==> src/rtl/mem_arbiter.sv <==
`timescale 1ns/1ps
// mem_arbiter
//   Arbitrates the cpu16 instruction-fetch port, the cpu16 data port and the
//   SPI debug write strobe onto the single-read/single-write SRAM port and the
//   shared system write bus (SRAM/VRAM/CTRL). Requests may be stalled.
//   Reads are granted combinationally, and the SRAM returns data one cycle
//   later. The write bus is granted combinationally as well.
//
// Parameters
//   RR_READ     1 = round-robin between ins and dat reads on contention,
//               0 = ins has fixed priority
//   RD_FILL     word returned for dat reads outside the SRAM region
//
// Ports
//   clk, reset_n                         system clock, async active-low reset
//   ins_rd_addr/req -> ins_rd_rdy/data   instruction fetch (rdy = 1-cycle pulse)
//   dat_rw_addr, dat_rd_req              data read  -> dat_rd_rdy/dat_rd_data
//   dat_wr_req, dat_wr_data              data write -> dat_wr_rdy
//   dbg_we, dbg_waddr, dbg_wdata         debug write strobe, never stalled
//   mem_raddr, mem_re, mem_rdata         SRAM read port (rdata registered)
//   sys_waddr, sys_wdata, sys_we         system write bus
module mem_arbiter #(
  parameter bit          RR_READ = 1'b1,
  parameter logic [15:0] RD_FILL = 16'hEEEE
) (
  input  logic        clk,
  input  logic        reset_n,
  input  logic [15:0] ins_rd_addr,
  input  logic        ins_rd_req,
  output logic        ins_rd_rdy,
  output logic [15:0] ins_rd_data,
  input  logic [15:0] dat_rw_addr,
  input  logic        dat_rd_req,
  output logic        dat_rd_rdy,
  output logic [15:0] dat_rd_data,
  input  logic        dat_wr_req,
  input  logic [15:0] dat_wr_data,
  output logic        dat_wr_rdy,
  input  logic        dbg_we,
  input  logic [15:0] dbg_waddr,
  input  logic [15:0] dbg_wdata,
  output logic [15:0] mem_raddr,
  output logic        mem_re,
  input  logic [15:0] mem_rdata,
  output logic [15:0] sys_waddr,
  output logic [15:0] sys_wdata,
  output logic        sys_we
);

  logic        dat_sram_p0;
  logic        dat_fill_p0;
  logic        contend_p0;
  logic        dat_wins_p0;
  logic        ins_grant_p0;
  logic        dat_grant_p0;
  logic        wr_grant_p0;
  logic [15:0] raddr_p0;

  logic        vld_ins_p1;
  logic        vld_dat_p1;
  logic        vld_fill_p1;
  logic        vld_wr_p1;
  logic        ins_lost_p1;
  logic        dat_lost_p1;
  logic        rr_dat_q;

  logic [15:0] raddr_hold_q;
  logic [15:0] ins_hold_q;
  logic [15:0] dat_hold_q;

  // ---- stage p0: request decode and grant ----
  always_comb begin
    dat_sram_p0 = dat_rd_req && (dat_rw_addr[15:12] == 4'h0);
    dat_fill_p0 = dat_rd_req && !dat_sram_p0;
    contend_p0  = ins_rd_req && dat_sram_p0;

    // A side that lost the previous contention wins outright, which bounds
    // the wait to one cycle even under fixed priority.
    if (dat_lost_p1) begin
      dat_wins_p0 = 1'b1;
    end else if (ins_lost_p1) begin
      dat_wins_p0 = 1'b0;
    end else begin
      dat_wins_p0 = RR_READ && rr_dat_q;
    end

    ins_grant_p0 = ins_rd_req  && !(contend_p0 &&  dat_wins_p0);
    dat_grant_p0 = dat_sram_p0 && !(contend_p0 && !dat_wins_p0);

    if (ins_grant_p0) begin
      raddr_p0 = ins_rd_addr;
    end else if (dat_grant_p0) begin
      raddr_p0 = dat_rw_addr;
    end else begin
      raddr_p0 = raddr_hold_q;
    end

    // The debug strobe always owns the bus; a cpu write also yields to a
    // pending cpu read and to its own rdy cycle (forced 1-cycle gap).
    wr_grant_p0 = dat_wr_req && !dat_rd_req && !dbg_we && !vld_wr_p1;
  end

  // Combinational outputs read zero while reset is asserted.
  assign mem_re    = reset_n && (ins_grant_p0 || dat_grant_p0);
  assign mem_raddr = reset_n ? raddr_p0 : 16'h0000;
  assign sys_we    = reset_n && (dbg_we || wr_grant_p0);
  assign sys_waddr = !reset_n ? 16'h0000 : (dbg_we ? dbg_waddr : dat_rw_addr);
  assign sys_wdata = !reset_n ? 16'h0000 : (dbg_we ? dbg_wdata : dat_wr_data);

  // ---- stage p1: grant results, arbitration history ----
  always_ff @(posedge clk or negedge reset_n) begin
    if (!reset_n) begin
      vld_ins_p1  <= 1'b0;
      vld_dat_p1  <= 1'b0;
      vld_fill_p1 <= 1'b0;
      vld_wr_p1   <= 1'b0;
      ins_lost_p1 <= 1'b0;
      dat_lost_p1 <= 1'b0;
      rr_dat_q    <= 1'b0;
    end else begin
      vld_ins_p1  <= ins_grant_p0;
      vld_dat_p1  <= dat_grant_p0;
      vld_fill_p1 <= dat_fill_p0;
      vld_wr_p1   <= wr_grant_p0;
      ins_lost_p1 <= contend_p0 &&  dat_wins_p0;
      dat_lost_p1 <= contend_p0 && !dat_wins_p0;
      if (RR_READ && contend_p0) begin
        rr_dat_q <= !dat_wins_p0;
      end
    end
  end

  // Data holding registers are cleared too so every output reads zero
  // out of reset.
  always_ff @(posedge clk or negedge reset_n) begin
    if (!reset_n) begin
      raddr_hold_q <= 16'h0000;
      ins_hold_q   <= 16'h0000;
      dat_hold_q   <= 16'h0000;
    end else begin
      if (ins_grant_p0 || dat_grant_p0) begin
        raddr_hold_q <= raddr_p0;
      end
      if (vld_ins_p1) begin
        ins_hold_q <= mem_rdata;
      end
      if (vld_dat_p1 || vld_fill_p1) begin
        dat_hold_q <= dat_rd_data;
      end
    end
  end

  assign ins_rd_rdy  = vld_ins_p1;
  assign dat_rd_rdy  = vld_dat_p1 || vld_fill_p1;
  assign dat_wr_rdy  = vld_wr_p1;
  assign ins_rd_data = vld_ins_p1 ? mem_rdata : ins_hold_q;
  assign dat_rd_data = vld_dat_p1  ? mem_rdata :
                       vld_fill_p1 ? RD_FILL   : dat_hold_q;

endmodule

==> config.mk <==
export PLATFORM = sky130hd
export DESIGN_NAME = mem_arbiter
export DESIGN_NICKNAME = d
export VERILOG_FILES = /design/src/rtl/mem_arbiter.sv
export SDC_FILE = /design/constraint.sdc
export NUM_CORES = 1
export LEC_CHECK = 0
export CORE_UTILIZATION = 35
export DETAILED_ROUTE_END_ITERATION = 7
export GPL_TIMING_DRIVEN = 0
export PLACE_DENSITY = 0.77
export SLEW_MARGIN = 0
export SYNTH_ARGS = -nofsm -noshare
export SYNTH_HDL_FRONTEND = slang
export SYNTH_SLANG_ARGS = --single-unit
export TNS_END_PERCENT = 30
==> constraint.sdc <==
create_clock -name clk -period 7.2 [get_ports clk]
set_input_delay 2.16 -clock clk [delete_from_list [all_inputs] [get_ports clk]]
set_output_delay 2.16 -clock clk [all_outputs]
set_load 0.01 [all_outputs]
==> results by group, run 1 <==
GRT
  • First-pass GRT wire length: between 15000 and 20000 um
  • Overall routing resource usage: between 20% and 30%
  • Largest net degree at the start of global routing: 36
  • Via count of the first global-routing pass: ~3200
  • Grt total ovfl: 0
  • Initial antenna violation count: 0

Floorplanning
  • Die ar.: around 9800 um^2
  • Initial Util: 35.9%
  • Die width: between 90 and 100 um
  • DIE HEIGHT: roughly 100 um
  • Rows: 35
  • Area of the core: 9200 um^2
  • IO Pins: around 190

Synth
  • Synth area leaders: dfrtp_1 (42%), mux2i_1 (9.7%), nor2b_1 (6.4%)
  • Yosys top cell by area: dfrtp_1
  • Post-synthesis sequential element count: 55
  • Xor/xnor share of the synthesized area: 0%
  • Most frequent cells after synthesis: dfrtp_1 (55), nor2_1 (39), nor2b_1 (34)
  • Post-Synthesis Cells: around 330
  • Largest family of logic cells by synthesized area: simple AND/OR/NAND/NOR gates
  • Yosys top cell area share: 41.7%
  • Syn Area/Cell: 10.1 um^2
  • Register area share after synthesis: 41.7%
  • Number of synthesized flops with an enable pin: 0
  • Simple-Gate Fraction of Synth Area: 22.1%
  • Top_reg_cell synth: dfrtp_1
  • Distinct cells, synth: 31
  • Warnings, synthesis: 0
  • Mux cell area share after synthesis: approximately 15%
  • Post-Syn Nets: 429
  • Synth Area in Adders: 0%
  • Compound-gate portion of the synthesized area: 16.5%
  • Synth async-reset ratio: 100%
  • Netlist Area Pre-Place: 3300 um^2
  • Most frequent cell after synthesis: dfrtp_1

STA
  • Clk_skew: around 0.0099 ns
  • Hold Vio Cnt, Final: 0
  • Period utilisation layout: 91.6%
  • Final setup viols: 0
  • Slew Limit Headroom: 45.8%
  • RSZ-0062 raised after global routing: no
  • Slew Viols, Final: 0
  • Fin crit period: between 6 and 7 ns
  • Fmax: 152 MHz
  • Fin Hold WS: 0.466 ns
  • Least-Margin Pin Slew: 0.812 ns

Power
  • Pwr Density: 145 nW/um^2
  • Tot Pwr: 0.782 mW
  • Cell Int Power: 0.555 mW
  • Flop pwr share: 43.3%
  • Max rail drop VDD: 0.0000874 V
  • Combinational share of power: 33.5%
  • Clock power share: 23.2%
  • Net Sw Power: ~0.23 mW
  • Leakage power: 2.21 nW
  • Sw frac: 29.1%

Job
  • MaxCap Viol Count: 0

Worst setup path
  • Crit-path max FO: 10
  • Worst Setup End Kind: output pin
  • Startpoint Class: input pin
  • WS Path Type: in2out
  • Req. time, crit path: 5.04 ns
  • WP data arrival: 4.44 ns

Drt
  • Total routed wirelength: 10100 um
  • Post-DRT Antenna Nets: 0
  • DR pass1 iterations: 4
  • Via count: 3120
  • Vias per cell: around 5
  • Iter 0 DRT Violations: between 80 and 90
  • WL/cell: approximately 16 um
  • # DRC: 0

Clock network
  • Root Buffer: clkbuf_8
  • Hold Buf Count CTS: 0
  • H-tree lvl count: 2
  • CTS Buf Count: 5
  • Reg clk slew, reported paths: 0.10 ns
  • Clk sink count: 55
  • Longest Clk Path Bufs: 2
  • Quantity of gates resized following cts: 0
  • Setup bufs post-CTS: 0
  • Clock latency on the worst-skew pair: 0.32 ns
  • CTS tree: yes

Layout
  • Layout cell share with drive strength beyond 1: 11.1%
  • # fillers: 815
  • Final Net Count: 622
  • Synth-to-Final Area Change: 63.6%
  • Antenna diodes: 0

Place
  • Hpwl dp: 7830 um
  • Port bufs: 185
  • Final RePlAce weighted congestion: 0.744

Status
  • Status: finished, final reports clean

Worst hold path
  • Worst min-delay path category: reg2reg
## layout by cell type, fill, tap and decap left out, types with 5 or more instances in the layout
cell type,netlist,routed
clkdlybuf4s50_1,0,184
dfrtp_1,55,55
nor2_1,39,39
nor2b_1,34,34
mux2i_1,32,32
o21ai_0,24,24
nand2_1,17,17
mux2_2,16,16
a21boi_0,16,16
clkbuf_1,14,14
and3_1,12,12
nand3_1,9,9
nor3b_2,9,9
buf_2,7,8
a22o_1,8,8
o32ai_2,8,8
clkbuf_8,0,5
## final timing paths
path	from	endpoint	slack, ns	depth (start not counted)
hold reg to reg	dat_wr_rdy	dat_wr_rdy	0.47	1
max in group asynchronous	reset_n	raddr_hold_q[11]	4.66	2
hold / removal	dat_wr_rdy	dat_wr_rdy	0.47	1
setup reg to reg	ins_rd_rdy	ins_hold_q[4]	5.59	3
setup / recovery	ins_rd_req	mem_raddr[15]	0.60	6
min in group asynchronous	reset_n	ins_hold_q[11]	1.92	1
## kinds of logic after synthesis
logic type             count (synthesis)
AO/OA/AOI/OAI                         66
flip-flops                            55
buffers and inverters                 30
multiplexers                          48
AND/OR/NAND/NOR                      128
## worst max-delay path: stages
cell and delay (ns):
clkdlybuf4s50_1 0.49, buf_2 0.25, buf_1 0.49, nand3_1 0.19
a21boi_0 0.26, clkdlybuf4s50_1 0.60
## layout make-up
| class | count | area [um^2] | area share [%] |
|---|---|---|---|
| Multi-Input combinational cell | 242 | 1780 | 32.9 |
| Inverter | 3 | 11.3 | 0.209 |
| Clock inverter | 3 | 22.5 | 0.417 |
| Timing Repair Buffer | 186 | 1870 | 34.6 |
| Clock buffer | 5 | 68.8 | 1.28 |
| Sequential cell | 55 | 1380 | 25.5 |
| Tap cell | 111 | 139 | 2.57 |
| Buffer | 27 | 136 | 2.53 |
## flip-flops by register name (all words and copies together), names as in the netlist
name and flops:
dat_hold_q 16, dat_lost_p1 1, dat_wr_rdy 1, ins_hold_q 16, ins_lost_p1 1, ins_rd_rdy 1
raddr_hold_q 16, rr_dat_q 1, vld_dat_p1 1, vld_fill_p1 1
## per-layer routing
layer | track usage, % | share of wire (%)
met1 | 26.0 | 43
met4 | 5.20 | 1.2
met3 | 4.50 | 6.9
met5 | 0 | 0
met2 | 37.3 | 49
## power by group through the flow
stage                     Clock [mW]  Combinational [mW]  Sequential [mW]
final                          0.182               0.262            0.338
after global routing           0.201               0.283            0.341
after CTS                      0.189               0.265            0.338
after detailed placement           0               0.264            0.345
after global placement             0               0.259            0.344
after floorplan                    0               0.114            0.343
## per-stage QoR
stage | utilization [%] | setup TNS (ns) | area [um^2] | std cells | setup slack, ns
after floorplan | - | 0 | 3300 | 327 | 1.82
after global placement | 57.5 | -35.52 | 5290 | 623 | -0.859
after detailed placement | 57.7 | 0 | 5310 | 624 | 0.585
after CTS | 58.7 | 0 | 5400 | 632 | 0.568
after global routing | 58.7 | 0 | 5400 | 632 | 0.437
final | 58.7 | 0 | 5400 | 632 | 0.603
Power figures use the tool's default switching activity.
==> run 2, diff against run 1 <==
GPL_TIMING_DRIVEN = 1   (was 0)
==> results by group, run 2 (synthesis gave the netlist of run 1 again) <==
Drt
  • Total routed wirelength: 9150 um (-9.0%)
  • WL/cell: 15.0 um (-5.9%)
  • DR pass1 iterations: 6 (+2)
  • Vias per cell: 4.94 (about the same)
  • Post-DRT Antenna Nets: 0 (unchanged)
  • # DRC: 0 (unchanged)
  • Via count: 3016 (-3.3%)
  • Iter 0 DRT Violations: 62 (-27%)

Worst setup path
  • Worst Setup End Kind: output pin
  • Reg2reg start: vld_dat_p1
  • WP data arrival: 4.38 ns (-0.06 ns)
  • Req. time, crit path: 5.04 ns (about the same)
  • R2r endpoint: dat_hold_q[8]
  • WS Path Type: in2out
  • R2R setup slack: 5.36 ns (-0.23 ns)
  • Crit-path max FO: 13 (+3)
  • FF-to-FF path depth: 2 (-1)
  • Startpoint Class: input pin

Place
  • Placement-stage cell area: 5200 um^2 (-2.0%)
  • Port bufs: 186 (+0.54%)
  • Hpwl dp: 6890 um (-12%)
  • Final RePlAce weighted congestion: 0.749 (+0.60%)

Clock network
  • CTS tree: yes
  • Setup bufs post-CTS: 0 (unchanged)
  • H-tree lvl count: 2 (unchanged)
  • CTS Buf Count: 5 (unchanged)
  • Root Buffer: clkbuf_8
  • Clock latency on the worst-skew pair: 0.31 ns (about the same)
  • Longest Clk Path Bufs: 2 (unchanged)
  • Reg clk slew, reported paths: 0.10 ns (about the same)
  • Clk sink count: 55 (unchanged)
  • Hold Buf Count CTS: 0 (unchanged)
  • Quantity of gates resized following cts: 0 (unchanged)

Worst hold path
  • Hold Path End: dat_wr_rdy
  • WHS Path Cells: 1 (unchanged)
  • Worst min-delay path category: reg2reg
  • Hold_sp: dat_wr_rdy

Floorplanning
  • Die width: 99.1 um (unchanged)
  • Area of the core: 9200 um^2 (unchanged)
  • Die ar.: 9820 um^2 (unchanged)
  • Initial Util: 35.9% (unchanged)
  • IO Pins: 187 (unchanged)
  • Rows: 35 (unchanged)
  • DIE HEIGHT: 99.1 um (unchanged)

GRT
  • Via count of the first global-routing pass: 2942 (-8.1%)
  • Overall routing resource usage: 18.7% (-2.3 points)
  • First-pass GRT wire length: 14600 um (-10%)
  • Initial antenna violation count: 0 (unchanged)
  • Grt total ovfl: 0 (unchanged)
  • Largest net degree at the start of global routing: 76 (+110%)

STA
  • Slew Limit Headroom: 26.9% (-19 points)
  • Fmax: 153 MHz (+0.80%)
  • Post-Route Setup TNS: 0 ns (unchanged)
  • Slew Viols, Final: 0 (unchanged)
  • RSZ-0062 raised after global routing: no
  • Clk_skew: 0.00579 ns (-0.00407 ns)
  • Final setup viols: 0 (unchanged)
  • Fin Hold WS: 0.452 ns (-0.0146 ns)
  • Hold Vio Cnt, Final: 0 (unchanged)
  • Period utilisation layout: 90.9% (-0.73 points)
  • Fin crit period: 6.54 ns (-0.0526 ns)
  • Least-Margin Pin Slew: 1.10 ns (+0.285 ns)

Layout
  • Antenna diodes: 0 (unchanged)
  • Commonest non-fill, non-tap cell in the layout: clkdlybuf4s50_1
  • Layout cell share with drive strength beyond 1: 10.4% (-0.73 points)
  • Largest registers: dat_hold_q: 16 flops, ins_hold_q: 16 flops, raddr_hold_q: 16 flops
  • Final Net Count: 601 (-3.4%)
  • Most frequent cells in the layout: clkdlybuf4s50_1 (184), dfrtp_1 (55), nor2_1 (39)
  • Synth-to-Final Area Change: 60.4%
  • # fillers: 799 (-2.0%)
  • Fin area: 5290 um^2 (-1.9%)

Job
  • MaxCap Viol Count: 0 (unchanged)

Power
  • Leakage power: 2.16 nW (-2.1%)
  • Pwr Density: 145 nW/um^2 (+0.28%)
  • Tot Pwr: 0.769 mW (-1.7%)
  • Max rail drop VDD: 0.0000728 V (-17%)

Status
  • Status: finished, final reports clean
run 2: cell types whose count changed in the layout (fill, tap and decap cells not counted), sizes merged:
cell / previous run / this run
inv: 4 / 3
clkbuf: 19 / 6
buf: 15 / 8
run 2: worst max path at each step:
| stage | start | end | slack (ns) | depth (start not counted) |
|---|---|---|---|---|
| floorplan | dat_rw_addr[12] | mem_raddr[10] | 1.82 | 6 |
| global placement | ins_rd_req | mem_raddr[7] | 0.62 | 6 |
| detailed placement | dat_rw_addr[12] | mem_raddr[7] | 0.63 | 7 |
| CTS | dat_rw_addr[12] | mem_raddr[7] | 0.62 | 7 |
| global route | dat_rw_addr[12] | mem_raddr[0] | 0.46 | 7 |
| finish | ins_rd_req | mem_raddr[0] | 0.66 | 6 |
run 2: where the power goes:
| group | switching, mW | leakage, nW | internal (mW) |
|---|---|---|---|
| Clock | 0.105 | 0.0454 | 0.0702 |
| Sequential | 0.0117 | 0.633 | 0.332 |
| Combinational | 0.100 | 1.48 | 0.150 |
run 2: critical path: stages:
cell             delay, ns
clkdlybuf4s50_1       0.67
inv_1                 0.32
o221a_4               0.35
nor2_1                0.09
nor3b_1               0.21
clkdlybuf4s50_1       0.57
run 2: stage by stage:
step	std cells	utilization, %	setup WS, ns
after floorplan	327	-	1.82
after global placement	603	56.6	0.625
after detailed placement	603	56.6	0.630
after CTS	611	57.5	0.616
after global routing	611	57.5	0.464
final	611	57.5	0.655
run 2: final cells by class:
cell class / instances / area (um^2) / area share (%)
flip-flops and latches: 55 / 1380 / 26.0
clock buffers: 6 / 72.6 / 1.37
well taps: 111 / 139 / 2.62
inverters: 3 / 11.3 / 0.213
repair buffers: 192 / 1900 / 35.9
multi-input cells: 242 / 1780 / 33.6
clock inverters: 2 / 17.5 / 0.331
run 2: per-layer routing:
layer	part of all wire (%)	GRT usage (%)
met5	0	0
met4	1.3	4.52
met3	5.9	4.43
met2	48	32.5
met1	45	23.5
==> run 3, diff against run 2 <==
TNS_END_PERCENT = default   (was 30)
==> results of run 3 <==
Same layout as run 2: the final DEF is identical, and so are final timing and power.
